File: src/rtl/k_nns_drain_if.sv
// k_nns_drain_if
//   Bundles the signals between the k-NN core, the drain block and the
//   result sink.
//   Snapshot side : knn_in (flat K-slot result bus, slot 0 nearest,
//                   x in the upper W bits of a slot), n_seen (points
//                   streamed so far), snap (capture strobe).
//   Stream side   : m_data {x, y}, m_idx (slot index), m_valid, m_ready,
//                   m_last (final entry of a drain).
//   Modports      : master = the drain block (drives the stream),
//                   slave  = the environment (drives snapshot inputs and
//                   m_ready, consumes the stream).
interface k_nns_drain_if #(
    parameter int W  = 32,
    parameter int K  = 8,
    parameter int CW = 16
);
    localparam int IW = (K > 1) ? $clog2(K) : 1;

    logic [2*W*K-1:0] knn_in;
    logic [CW-1:0]    n_seen;
    logic             snap;
    logic [2*W-1:0]   m_data;
    logic [IW-1:0]    m_idx;
    logic             m_valid;
    logic             m_ready;
    logic             m_last;

    modport master (
        input  knn_in, n_seen, snap, m_ready,
        output m_data, m_idx, m_valid, m_last
    );

    modport slave (
        output knn_in, n_seen, snap, m_ready,
        input  m_data, m_idx, m_valid, m_last
    );
endinterface

File: src/rtl/k_nns_drain.sv
// k_nns_drain
//   Captures a snapshot of the k-NN core's result bus on snap and replays
//   the occupied slots, nearest first, over a registered valid/ready
//   stream. Lets a slow sink read results while the core keeps running.
//   Ports:
//     clk, rst  : clock, asynchronous active-high reset
//     bus       : k_nns_drain_if master (knn_in, n_seen, snap in;
//                 m_data, m_idx, m_valid, m_last out; m_ready in)
//     busy      : high from the cycle after an accepted snap through the
//                 done cycle
//     done      : one-cycle pulse when a drain completes
//     overrun   : sticky flag, a snap arrived while busy; cleared by rst
module k_nns_drain #(
    parameter int W  = 32,
    parameter int K  = 8,
    parameter int CW = 16
) (
    input  logic              clk,
    input  logic              rst,
    k_nns_drain_if.master     bus,
    output logic              busy,
    output logic              done,
    output logic              overrun
);
    localparam int IW = (K > 1) ? $clog2(K) : 1;
    localparam int NW = $clog2(K + 1);
    localparam logic [CW-1:0] K_CW = CW'(K);
    localparam logic [NW-1:0] K_NW = NW'(K);

    typedef enum logic [1:0] {
        IDLE  = 2'd0,
        DRAIN = 2'd1,
        FIN   = 2'd2
    } state_t;

    state_t          state_q, state_d;
    logic [2*W-1:0]  slot_q [K];
    logic [2*W-1:0]  slot_d [K];
    logic [NW-1:0]   nvalid_q, nvalid_d;
    logic [IW-1:0]   idx_q, idx_d;
    logic [2*W-1:0]  m_data_q, m_data_d;
    logic            m_valid_q, m_valid_d;
    logic            m_last_q, m_last_d;
    logic            busy_q, busy_d;
    logic            done_q, done_d;
    logic            overrun_q, overrun_d;

    logic            handshake;
    logic [NW-1:0]   snap_nvalid;
    logic [IW-1:0]   idx_next;
    logic [NW-1:0]   last_idx;

    // Helper terms: occupied-slot count clamped to K using the full
    // counter width (a wide n_seen must never alias to a small count),
    // the following slot index and the index of the final entry.
    always_comb begin
        snap_nvalid = (bus.n_seen >= K_CW) ? K_NW : NW'(bus.n_seen);
        idx_next    = idx_q + IW'(1);
        last_idx    = nvalid_q - NW'(1);
        handshake   = m_valid_q && bus.m_ready;
    end

    // Next-state and output logic. Every stream output is a register so
    // it naturally holds while the sink stalls; the next entry is loaded
    // into the output register on the handshake that retires the current
    // one, which gives one entry per cycle under continuous ready.
    always_comb begin
        state_d   = state_q;
        slot_d    = slot_q;
        nvalid_d  = nvalid_q;
        idx_d     = idx_q;
        m_data_d  = m_data_q;
        m_valid_d = m_valid_q;
        m_last_d  = m_last_q;
        busy_d    = busy_q;
        done_d    = 1'b0;
        overrun_d = overrun_q;

        case (state_q)
            IDLE: begin
                if (bus.snap) begin
                    for (int i = 0; i < K; i++) begin
                        slot_d[i] = bus.knn_in[2*W*i +: 2*W];
                    end
                    nvalid_d = snap_nvalid;
                    idx_d    = '0;
                    busy_d   = 1'b1;
                    m_data_d = bus.knn_in[2*W-1:0];
                    if (snap_nvalid == '0) begin
                        // Nothing to emit: go straight to the done cycle.
                        state_d   = FIN;
                        done_d    = 1'b1;
                        m_valid_d = 1'b0;
                        m_last_d  = 1'b0;
                    end else begin
                        state_d   = DRAIN;
                        m_valid_d = 1'b1;
                        m_last_d  = (snap_nvalid == NW'(1));
                    end
                end
            end

            DRAIN: begin
                if (bus.snap) begin
                    overrun_d = 1'b1;
                end
                if (handshake) begin
                    if (m_last_q) begin
                        m_valid_d = 1'b0;
                        m_last_d  = 1'b0;
                        state_d   = FIN;
                        done_d    = 1'b1;
                    end else begin
                        idx_d    = idx_next;
                        m_data_d = slot_q[idx_next];
                        m_last_d = (NW'(idx_next) == last_idx);
                    end
                end
            end

            FIN: begin
                if (bus.snap) begin
                    overrun_d = 1'b1;
                end
                state_d = IDLE;
                busy_d  = 1'b0;
            end

            default: begin
                state_d = IDLE;
            end
        endcase
    end

    // State and datapath registers; reset clears everything and aborts
    // any drain in progress without a done pulse.
    always_ff @(posedge clk or posedge rst) begin
        if (rst) begin
            state_q <= IDLE;
            for (int i = 0; i < K; i++) begin
                slot_q[i] <= '0;
            end
            nvalid_q  <= '0;
            idx_q     <= '0;
            m_data_q  <= '0;
            m_valid_q <= 1'b0;
            m_last_q  <= 1'b0;
            busy_q    <= 1'b0;
            done_q    <= 1'b0;
            overrun_q <= 1'b0;
        end else begin
            state_q   <= state_d;
            slot_q    <= slot_d;
            nvalid_q  <= nvalid_d;
            idx_q     <= idx_d;
            m_data_q  <= m_data_d;
            m_valid_q <= m_valid_d;
            m_last_q  <= m_last_d;
            busy_q    <= busy_d;
            done_q    <= done_d;
            overrun_q <= overrun_d;
        end
    end

    assign bus.m_data  = m_data_q;
    assign bus.m_idx   = idx_q;
    assign bus.m_valid = m_valid_q;
    assign bus.m_last  = m_last_q;
    assign busy        = busy_q;
    assign done        = done_q;
    assign overrun     = overrun_q;
endmodule

File: src/flat_wrapper.sv
// flat-port wrapper written by rule: the top's interface ports become plain ports
module k_nns_drain_flat 
#(
    parameter int W  = 32,
    parameter int K  = 8,
    parameter int CW = 16
)
  (clk, rst, busy, done, overrun, bus_knn_in, bus_n_seen, bus_snap, bus_m_ready, bus_m_data, bus_m_idx, bus_m_valid, bus_m_last);
  k_nns_drain_if #(.W(W), .K(K), .CW(CW)) bus_i ();
  input  logic clk;
  input  logic rst;
  output logic busy;
  output logic done;
  output logic overrun;
  input wire logic [$bits(bus_i.knn_in)-1:0] bus_knn_in;
  input wire logic [$bits(bus_i.n_seen)-1:0] bus_n_seen;
  input wire logic [$bits(bus_i.snap)-1:0] bus_snap;
  input wire logic [$bits(bus_i.m_ready)-1:0] bus_m_ready;
  output wire logic [$bits(bus_i.m_data)-1:0] bus_m_data;
  output wire logic [$bits(bus_i.m_idx)-1:0] bus_m_idx;
  output wire logic [$bits(bus_i.m_valid)-1:0] bus_m_valid;
  output wire logic [$bits(bus_i.m_last)-1:0] bus_m_last;
  assign bus_i.knn_in = bus_knn_in;
  assign bus_i.n_seen = bus_n_seen;
  assign bus_i.snap = bus_snap;
  assign bus_i.m_ready = bus_m_ready;
  assign bus_m_data = bus_i.m_data;
  assign bus_m_idx = bus_i.m_idx;
  assign bus_m_valid = bus_i.m_valid;
  assign bus_m_last = bus_i.m_last;
  k_nns_drain #(.W(W), .K(K), .CW(CW)) u_core (.clk(clk), .rst(rst), .bus(bus_i), .busy(busy), .done(done), .overrun(overrun));
endmodule
File: config.mk
export PLATFORM = sky130hd
export DESIGN_NAME = k_nns_drain_flat
export DESIGN_NICKNAME = d
export VERILOG_FILES = /design/src/rtl/k_nns_drain_if.sv /design/src/rtl/k_nns_drain.sv /design/src/flat_wrapper.sv
export SDC_FILE = /design/constraint.sdc
export NUM_CORES = 2
export LEC_CHECK = 0
export ABC_AREA = 0
export CORE_MARGIN = 2
export CORE_UTILIZATION = 32
export CTS_CLUSTER_SIZE = 24
export DETAILED_ROUTE_END_ITERATION = 8
export GPL_TIMING_DRIVEN = 1
export PLACE_DENSITY_LB_ADDON = 0.3
export SLEW_MARGIN = 20
export SYNTH_ARGS = -nofsm -noshare
export SYNTH_HDL_FRONTEND = slang
export SYNTH_SLANG_ARGS = --single-unit
File: constraint.sdc
create_clock -name clk -period 22.9 [get_ports clk]
set_clock_uncertainty 0.2 [all_clocks]
set_input_delay 2.29 -clock clk [delete_from_list [all_inputs] [get_ports clk]]
set_output_delay 2.29 -clock clk [all_outputs]
set_load 0.005 [all_outputs]
### After elaboration in Yosys (flattened, before gate mapping)

Index checks and enable logic that the tools add are counted.

* register bits after elaboration: 590
* input port bits: 532

* add/sub/neg operators: 2
* magnitude comparators: 2
* eq/ne operators: 8
* mux-type cells: 34
* bitwise operators: 1
* reduce and logical (&&, ||, !) cells: 13

Operator list (count)
* 64-bit 2-to-1 mux: 5
* 64-bit binary-select mux with 3-bit select: 1
* 64-bit case mux with 2 select lines: 1
* 16-bit by 4-bit greater-or-equal comparator with 1-bit output, second input constant: 1
* 1-bit 2-to-1 mux: 13
* 3-bit 2-to-1 mux: 3
* 2-bit 2-to-1 mux: 4
* 1-bit case mux with 2 select lines: 4
* 4-bit AND reduction: 2
* 3-bit case mux with 2 select lines: 1
* 2-bit AND reduction: 3
* 3-bit AND reduction: 2
* 3-bit by 4-bit equality test with 1-bit output: 1
* 4-bit by 1-bit equality test with 1-bit output, second input constant: 1
* 4-bit greater-or-equal comparator, second input constant: 1
* 4-bit zero test: 1
* 4-bit 2-to-1 mux: 1
* 2-bit by 1-bit != test with 1-bit output, second input constant: 2
* 2-bit != test, second input constant: 2
* 3-bit inverter with 4-bit output: 1
* 2-bit case mux with 2 select lines: 1
* 2-bit nonzero test: 2
* 4-bit by 1-bit subtractor with 4-bit output, second input constant: 1
* 3-bit by 1-bit adder with 3-bit output, second input constant: 1
* other kinds (5): 5

### Longest topological paths before layout

* word-level depth: 8
* depth in mapped cells: 9

### Worst setup path after synthesis

OpenSTA, ideal clock, no wires.

* path kind: input -> register
* from: input port bus_n_seen[7]
* to: register u_core.state_q[1]
* data arrival time: 3.274 ns
* path slack: 19.327 ns
* stages: 4
* path buffers: 0
* cell sequence: nor4_1 > nand4_1 > or3_1 > a311oi_1

* cells in the longest elaborated chain, start to end: 6

Ends and longest elaborated chain
* start, declared: RTL line flat_wrapper.sv:16 `input wire logic [$bits(bus_i.n_seen)-1:0] bus_n_seen;`
* 16-bit by 4-bit greater-or-equal comparator with 1-bit output: RTL line k_nns_drain.sv:57 `snap_nvalid = (bus.n_seen >= K_CW) ? K_NW : NW'(bus.n_seen);`
* 4-bit 2-to-1 mux: RTL line k_nns_drain.sv:57
* 4-bit zero test: RTL line k_nns_drain.sv:89 `if (snap_nvalid == '0) begin`
* 2-bit 2-to-1 mux: RTL line k_nns_drain.sv:89
* 2-bit 2-to-1 mux: RTL line k_nns_drain.sv:81 `if (bus.snap) begin`
* 2-bit case mux with 2 select lines: RTL line k_nns_drain.sv:79 `case (state_q)`
* end signal, assigned: RTL line k_nns_drain.sv:152 `state_q <= state_d;`
* end, declared: RTL line k_nns_drain.sv:36 `state_t state_q, state_d;`

Every way passes these cells. The select of a mux whose other input is x is not followed.
A chain may end at the register's enable or synchronous reset.

### Worst setup path after layout

* from: input port bus_snap
* to: register u_core.slot_q[161] (netlist bit)

* cells in the longest elaborated chain, start to end: 1

Ends and longest elaborated chain
* start, declared: RTL line flat_wrapper.sv:17 `input wire logic [$bits(bus_i.snap)-1:0] bus_snap;`
* 2-bit AND reduction (no line)
* end signal, assigned: RTL line k_nns_drain.sv:153 `slot_q <= slot_d;`
* end, declared: RTL line k_nns_drain.sv:37 `logic [2*W-1:0] slot_q [K];`

Every way passes these cells.

==> results.md <==
- Die H: a little under 300 microns
- Most frequent cells in the layout: nand2_1 (1543), clkdlybuf4s50_1 (603), dfrtp_1 (589)
- Total GRT Usage: between 20% and 30%
- CTS sink count: a little under 600
- Routed wire length: 91900 microns
- Max Fclk: 0.161 GHz
- Max-capacitance violation count: 0
- Nets: 4211
- Xor/xnor share of the synthesized area: 0.160%
- Area Growth Syn to Fin: 33.6%
- Adder-cell share of the synthesized area: 0.229%
- # setup viols final: 0
- WP data arrival: 6.53 ns
- Setup crit start kind: input pin
- Worst vdd ir: 82.8 uV
- Initial core utilization: 32.2%
- Status: finished clean
- Post-route clock period utilization: 27.1%
- Hold path depth: 2
- Pwr/cell area: between 100 and 150 nW/um^2
- Pleak: 17.3 nW
- Mapped Area: 27300 sq um
- Via count: approximately 24k
- Ys Warns: 0
- Most common cell after layout, fill and taps aside: nand2_1
- Initial antenna violation count: 16
- Cell family with most CP delay: buffers and inverters
- Global-route wire length before repair: 139000 microns
- CTS tree: yes
- Syn_nets: 3736
- CTS max path bufs: 3
- Slew Limit Fails: 0
- CTS Buf Count: 69
- Die Area: 87600 sq um
- Main synth FF type: dfrtp_1
- GP Congestion: just over 0.8
- Setup Buffers After CTS: 0
- IO Port Bufs: between 600 and 700
- Ports: a little over 600
- Critical path class: input pin to register
- Initial DRC count: roughly 1.9k
- #FFs+latches synth: 590
- Congestion Overflow GR: 0
- Worst relative slew slack: 26.7%
- Min Clock Period, post-route: 6.20 ns
- Die width: between 200 and 300 microns
- Hold Path Class: register to register
- Seq/Total Area, Yosys: 54.1%
- Core Area: 84900 sq um
- Drt wl/cell: between 15 and 20 microns
- Peak per-stage delay on the critical path: 0.91 ns
- Largest net degree at the start of global routing: 204
- Number of H-tree levels: 3
- Post-CTS Resized: 0
- Setup_tns: 0 ns
- Share of layout cells above drive strength 1: 4.08%
- Max FO, Critical Path: 96
- Worst Tran Pin Value: between 1 and 1.5 ns
- Vias in the first global route: 23.7k
- Async S/R FF share, synth: 100%
- Number of remaining DRC errors: 0
- Syn_area_per_cell: 8.53 sq um
- Crit. path cell count: 7
- Unrepaired setup endpoints after global routing: no
- Synth Area in Compound Gates: under 10%
- EDFF count, synth: 0
- Antenna viol nets, final: 0
- Worst-skew pair later-pin latency: 0.61 ns
- Clock root cell: clkbuf_16
- CP bufs+invs: 4
- Simple-Gate Fraction of Synth Area: a little under 30%
- Mapped Cells: 3199
- Hold buffers post-CTS: 0
- Clk slew on worst S/H paths: around 0.060 ns
- CP max stage cell: buf_4
- Tot Pwr: 0.00472 W
- Largest family of logic cells by synthesized area: simple AND/OR/NAND/NOR gates
- 1st-pass router iterations: 5
- Num rows: 107
- Most frequent CP cell: buf_4
- Multiplexer area fraction after synthesis: 9.46%
- Critical Path RT: 23.23 ns
- Yosys cell types: 36
- Hold Vio Cnt, Final: 0
- CP Capture Type: register
- R2R cell count: 8
- DP Wirelength: around 61000 microns
- Cells along the critical path: clkdlybuf4s50_1, nand2_4, buf_4, buf_4, buf_4, nand2_1, nand2_1
- FILL cells: 8448
- Vias per cell: a little under 5
## final timing paths
check | from | endpoint | slack (ns)
worst max-delay path | bus_snap | u_core.slot_q[161] | 16.70
worst min-delay path | u_core.slot_q[323] | u_core.slot_q[323] | 0.27
worst max register to register | u_core.state_q[0] | u_core.slot_q[161] | 18.25
worst min register to register | u_core.slot_q[323] | u_core.slot_q[323] | 0.27
max in group asynchronous | rst | u_core.slot_q[268] | 17.36
min in group asynchronous | rst | u_core.slot_q[165] | 1.98
## layout make-up
type / count / area, sq um / share of cell area, %
repair buffers: 633 / 6290 / 17.2
clock inverters: 23 / 307 / 0.841
multi-input cells: 2372 / 11600 / 31.8
diodes: 1 / 2.50 / 0.00686
inverters: 8 / 42.5 / 0.117
well taps: 1144 / 1430 / 3.93
flip-flops and latches: 590 / 14800 / 40.5
clock buffers: 98 / 2040 / 5.59
## cells by family (layout without fill, tap and decap cells)
kind of cell               after synthesis  in the layout
buffers and inverters                  237            762
xor gates and xnor gates                 5              5
and+or+nand+nor                       1953           1953
muxes                                  258            258
adders and majority gates                5              5
AOI/OAI and AO/OA                      151            151
other                                    0              1
DFF                                    590            590
## routing by layer
layer  track usage, %  wire (microns)  vias up
li1                 -               -    11339
met1             27.6           40100    11450
met2             33.1           43200      671
met3             4.41            6060      152
met4             5.95            2300       26
met5                0             170        -
## through the flow
step	cells	hold WS, ns	util, %	setup slack, ns	cell area (sq um)
final	4869	0.271	43.0	16.70	36500
after global routing	4868	0.289	42.9	16.37	36500
after CTS	4868	0.275	42.9	16.78	36500
after detailed placement	4747	0.261	40.2	16.14	34100
after global placement	4747	0.256	40.2	16.16	34100
after floorplan	3199	0.245	-	3.90	27300
## registers in the layout, indices dropped and copies added (netlist names)
register            cells
u_core.nvalid_q         4
u_core.state_q          2
u_core.bus.m_idx        3
u_core.slot_q         512
u_core.bus.m_last       1
u_core.overrun          1
u_core.busy             1
u_core.bus.m_valid      1
u_core.bus.m_data      64
u_core.done             1
## report_power, final
group	internal, W	switching [W]	leakage, nW	total (W)
Clock	0.000673	0.000463	1.15	0.00114
Sequential	0.00153	0.000292	7.32	0.00182
Combinational	0.000705	0.00105	8.86	0.00175
Total	0.00291	0.00180	17.3	0.00472
## synth_stat cells (3+ instances only)
master | instances | area [sq um]
o21ai_0 | 9 | 45.0
buf_2 | 54 | 270
nand4_1 | 66 | 413
nand2_1 | 1544 | 5800
nor3_1 | 4 | 20.0
buf_6 | 7 | 78.8
nand3_1 | 256 | 1280
mux2i_1 | 258 | 2580
clkbuf_1 | 147 | 552
inv_1 | 8 | 30.0
o31ai_1 | 4 | 30.0
dfrtp_1 | 590 | 14800
a22o_1 | 6 | 52.6
xnor2_1 | 3 | 26.3
a21oi_1 | 64 | 320
buf_1 | 21 | 78.8
nor2_1 | 5 | 18.8
and3_1 | 64 | 400
ha_1 | 5 | 62.6
o21ai_1 | 60 | 300
## worst min-delay path: stages (launching register included)
cell     delay [ns]
dfrtp_1        0.34
nand2_1        0.05
nand2_1        0.05
(Power assumes the default switching activity.)
